<file path="config.mk">
export PLATFORM = sky130hd
export DESIGN_NAME = rf_write_arbiter
export DESIGN_NICKNAME = d
export VERILOG_FILES = /design/src/rtl/rf_write_arbiter.sv
export SDC_FILE = /design/constraint.sdc
export NUM_CORES = 1
export LEC_CHECK = 0
export CAP_MARGIN = 0
export CORE_ASPECT_RATIO = 1.75
export CORE_MARGIN = 5
export CORE_UTILIZATION = 40
export CTS_CLUSTER_SIZE = 8
export DETAILED_ROUTE_END_ITERATION = 16
export PLACE_DENSITY = 0.91
export SLEW_MARGIN = 20
export SYNTH_ARGS = -nofsm -noshare
export SYNTH_HDL_FRONTEND = slang
export SYNTH_SLANG_ARGS = --single-unit
</file>
<file path="constraint.sdc">
create_clock -name clk -period 3 [get_ports clk]
set_input_delay 0.3 -clock clk [delete_from_list [all_inputs] [get_ports clk]]
set_output_delay 0.3 -clock clk [all_outputs]
set_load 0.01 [all_outputs]
</file>
<file path="src/rtl/rf_write_arbiter.sv">
// Arbitrates two writeback requesters onto one register-file write port; result is registered (1 cycle).
// Never stalls: the loser of a contention keeps valid high and is retried; writes to r0 are accepted and dropped.
module rf_write_arbiter #(
    parameter int ADDR_W    = 5,
    parameter int DATA_W    = 32,
    parameter bit FIXED_PRI = 1'b0,
    parameter int CNT_W     = 16
) (
    input  logic              clk,
    input  logic              rst,
    input  logic              req0_valid,
    input  logic [ADDR_W-1:0] req0_addr,
    input  logic [DATA_W-1:0] req0_data,
    output logic              req0_ready,
    input  logic              req1_valid,
    input  logic [ADDR_W-1:0] req1_addr,
    input  logic [DATA_W-1:0] req1_data,
    output logic              req1_ready,
    output logic [ADDR_W-1:0] A3,
    output logic [DATA_W-1:0] WD3,
    output logic              WE3,
    input  logic [ADDR_W-1:0] q_addr1,
    input  logic [ADDR_W-1:0] q_addr2,
    output logic              hazard1,
    output logic              hazard2,
    output logic [CNT_W-1:0]  conflict_cnt
);

    logic              last_grant;
    logic              grant_vld;
    logic              grant_idx;
    logic [ADDR_W-1:0] sel_addr;
    logic [DATA_W-1:0] sel_data;
    logic              contention;

    assign contention = req0_valid && req1_valid;

    // Grants are suppressed while reset is held so no handshake can complete.
    always_comb begin
        grant_vld = 1'b0;
        grant_idx = 1'b0;
        if (!rst) begin
            if (contention) begin
                grant_vld = 1'b1;
                grant_idx = FIXED_PRI ? 1'b0 : ~last_grant;
            end else if (req0_valid) begin
                grant_vld = 1'b1;
                grant_idx = 1'b0;
            end else if (req1_valid) begin
                grant_vld = 1'b1;
                grant_idx = 1'b1;
            end
        end
    end

    assign req0_ready = grant_vld && !grant_idx;
    assign req1_ready = grant_vld &&  grant_idx;
    assign sel_addr   = grant_idx ? req1_addr : req0_addr;
    assign sel_data   = grant_idx ? req1_data : req0_data;

    always_ff @(posedge clk or posedge rst) begin
        if (rst) begin
            A3           <= '0;
            WD3          <= '0;
            WE3          <= 1'b0;
            last_grant   <= 1'b1;
            conflict_cnt <= '0;
        end else begin
            if (grant_vld) begin
                A3         <= sel_addr;
                WD3        <= sel_data;
                WE3        <= (sel_addr != '0);
                last_grant <= grant_idx;
            end else begin
                WE3 <= 1'b0;
            end
            if (contention && (conflict_cnt != {CNT_W{1'b1}}))
                conflict_cnt <= conflict_cnt + 1'b1;
        end
    end

    // WE3 is already low for r0 writes; the A3 term keeps the hazard explicit.
    assign hazard1 = WE3 && (q_addr1 == A3) && (A3 != '0);
    assign hazard2 = WE3 && (q_addr2 == A3) && (A3 != '0);

endmodule

</file>
==> key figures <==
Die
  • Num ports: 146
  • Die ar.: 8820 sq um
  • Starting density of the core: 40.7%
  • Core area: 6860 sq um
  • Die height: 121 um
  • Rows: 40
  • Die width: 73.2 um

Setup path
  • CP Capture Type: output pin
  • Crit path depth: 4
  • Crit-path max FO: 5
  • Crit path DAT: 2050 ps
  • Worst path max stage delay: 520 ps
  • Worst-path cell chain: or4_1, o21ai_0, nor4_1, clkdlybuf4s50_1
  • Worst reg-to-reg path cell count: 4
  • Worst Setup Start Kind: flop
  • CP required: 2700 ps
  • Crit path kind: flop to output pin
  • Crit path buf inv count: 1
  • Slowest-stage cell, CP: or4_1
  • Top delay family on crit path: simple AND/OR/NAND/NOR gates

Clock network
  • CTS tree: yes
  • Max H-tree Level: 2
  • Worst-Skew Late Latency: 280 ps
  • Post-cts sizing count: 0
  • Max clock buf depth: 2
  • Number of sinks on the clock net: 55
  • Setup Fix Bufs, Post-CTS: 0
  • Clk slew on worst S/H paths: 60 ps
  • CTS Root Cell: clkbuf_16
  • Hold_buf cts: 0
  • CTS Buf Count: 5

Global route
  • Remaining Overflow, GRT: 0
  • Total GRT Usage: 18.0%
  • Initial antenna violation count: 0
  • Number of global-route vias before repair: 2,573
  • Global-route wire length before repair: 12,500 um
  • Pin count of the biggest net entering global routing: 68

Drt
  • Total wire length: 7920 um
  • Drt initial violations: 56
  • Average wire per standard cell: 16.4 um
  • DR pass1 iterations: 6
  • Drc violations: 0
  • DR vias: 2,441
  • Vias per std cell: 5.05
  • Antenna-violating nets left: 0

Timing
  • Final clock period utilization by the worst path: 78.4%
  • Setup violators final: 0
  • Final clock skew: 3.37 ps
  • RSZ-0062 raised after global routing: no
  • Slew @ Worst Pin: 566 ps
  • Max Transition Viols Final: 0
  • Hold Fails Final Rpt: 0
  • Fmax: 425 MHz
  • Fin Hold WS: 412 ps
  • Setup TNS: 0 ps
  • Crit path time final: 2350 ps
  • Worst relative slew slack: 62.2%

Status
  • Outcome: finished, final reports clean

Synth
  • Yosys cell types: 41
  • Synth Cell Area: 2790 sq um
  • Async set-reset flop share out of synthesis: 100%
  • Post-Syn Instances: 254
  • YS warnings: 0
  • Top FF cell, synth: dfrtp_1
  • Sequential-to-total area share from yosys stat: 49.4%
  • Syn avg cell area: 11.0 sq um
  • Syn_nets: 343
  • Number of flops mapped to enable cells by yosys: 0
  • #FFs+latches synth: 55

Power and ir drop
  • Power Dens Cells: 487 nW/um^2
  • Static Leakage: 1.90 nW
  • VDD IR-drop max: 0.620 mV

Finish
  • Leading cell type in the layout, fill and taps excluded: clkdlybuf4s50_1
  • Syn-to-layout area delta: 59.7%
  • Filler cells: 560
  • Final layout net count: 487
  • Share of layout cells above drive strength 1: 8.52%
  • Final non-filler cell total: 483
  • N_diodes: 0
  • Most frequent cells in the layout: 145 x clkdlybuf4s50_1, 54 x dfrtp_1, 32 x nand2_1, 29 x o21ai_0, 28 x mux2i_1

Placement
  • Input/output buffers: 145
  • Placed Instances: 475
  • Final GP Congestion: 0.768
  • HPWL after detailed placement: 6420 um

Flow run
  • Max Cap Viol: 0

Min path
  • Worst hold path class: input port to asynchronous set/reset pin
-- final cells by class --
| cell class | instances | area (sq um) | share of cell area, % |
|---|---|---|---|
| Clock buffer | 8 | 136 | 3.06 |
| Inverter | 1 | 3.75 | 0.0842 |
| Sequential cell | 55 | 1380 | 30.9 |
| Multi-Input combinational cell | 184 | 1340 | 30.0 |
| Tap cell | 84 | 105 | 2.36 |
| Timing Repair Buffer | 151 | 1500 | 33.6 |
-- kinds of logic after synthesis --
family | after synthesis | share of synthesized area (%)
simple gates | 70 | 14.1
compound gates | 60 | 15.0
flops | 55 | 49.4
mux | 29 | 10.4
xor+xnor | 24 | 7.53
buf+inv | 15 | 3.14
fa+ha+maj | 1 | 0.448
-- worst register-to-register path: cells and delay by family, from the launching register on --
kind	cells	cell delay (ps)
AOI/OAI and AO/OA	1	250
adders and majority gates	1	320
DFF	1	430
muxes	1	350
and+or+nand+nor	1	260
-- synthesized netlist by cell type, types with 2 or more instances --
master    instances  share of area (%)
a21o_1           10                2.7
a22o_1            9                2.8
and2_1            4               0.90
and3_1            3               0.67
and3_2            2               0.54
buf_2             7                1.3
buf_4             4                1.1
clkbuf_1          2               0.27
dfrtp_1          54                 48
mux2i_1          28                 10
nand2_1          32                4.3
nand3_1           8                1.4
nand4_1           2               0.45
nor2_1            4               0.54
nor4_1            3               0.67
nor4_2            2               0.90
o211ai_2          5                2.2
o21ai_0          29                5.2
or4_1             2               0.54
xnor2_1          17                5.3
xor2_1            7                2.2
-- report_power, final --
group | switching (W) | internal, W
logic | 0.000263 | 0.000411
clock network | 0.000230 | 0.000311
registers | 0.000106 | 0.000852
total | 0.000599 | 0.00157
-- per-stage QoR --
step / area [sq um] / setup WS, ps / total power (W) / util, %
2_1_floorplan: 2790 / 457 / 0.00124 / -
3_3_place_gp: 4320 / 816 / 0.00163 / 63.0
3_5_place_dp: 4320 / 782 / 0.00165 / 63.0
4_1_cts: 4460 / 614 / 0.00221 / 65.0
5_1_grt: 4460 / 489 / 0.00230 / 65.0
6_report: 4460 / 649 / 0.00217 / 65.0
-- metal layers --
layer  vias up  GRT usage, %  share of wire (%)
met5         -             0                  0
met4         0          5.66                2.1
met3        12          3.66                5.9
met2        93          34.0                 56
met1      1139          19.0                 36
li1       1197             -                  -
-- registers in the layout, summed over array words and instances (netlist names) --
register	flops
A3	5
WD3	32
last_grant	1
conflict_cnt	16
WE3	1
-- final timing paths --
kind	start	endpoint	slack, ps
worst max-delay path	A3[1]$_DFFE_PP0P_	hazard1	650
worst min-delay path	rst	WD3[1]$_DFFE_PP0P_	410
worst max register to register	conflict_cnt[0]$_DFFE_PP0P_	conflict_cnt[1]$_DFFE_PP0P_	1280
worst min register to register	WD3[22]$_DFFE_PP0P_	WD3[22]$_DFFE_PP0P_	480
max in group asynchronous	rst	WD3[16]$_DFFE_PP0P_	2290
min in group clk	WD3[22]$_DFFE_PP0P_	WD3[22]$_DFFE_PP0P_	480
No activity file was read; power rests on OpenSTA's default activity.
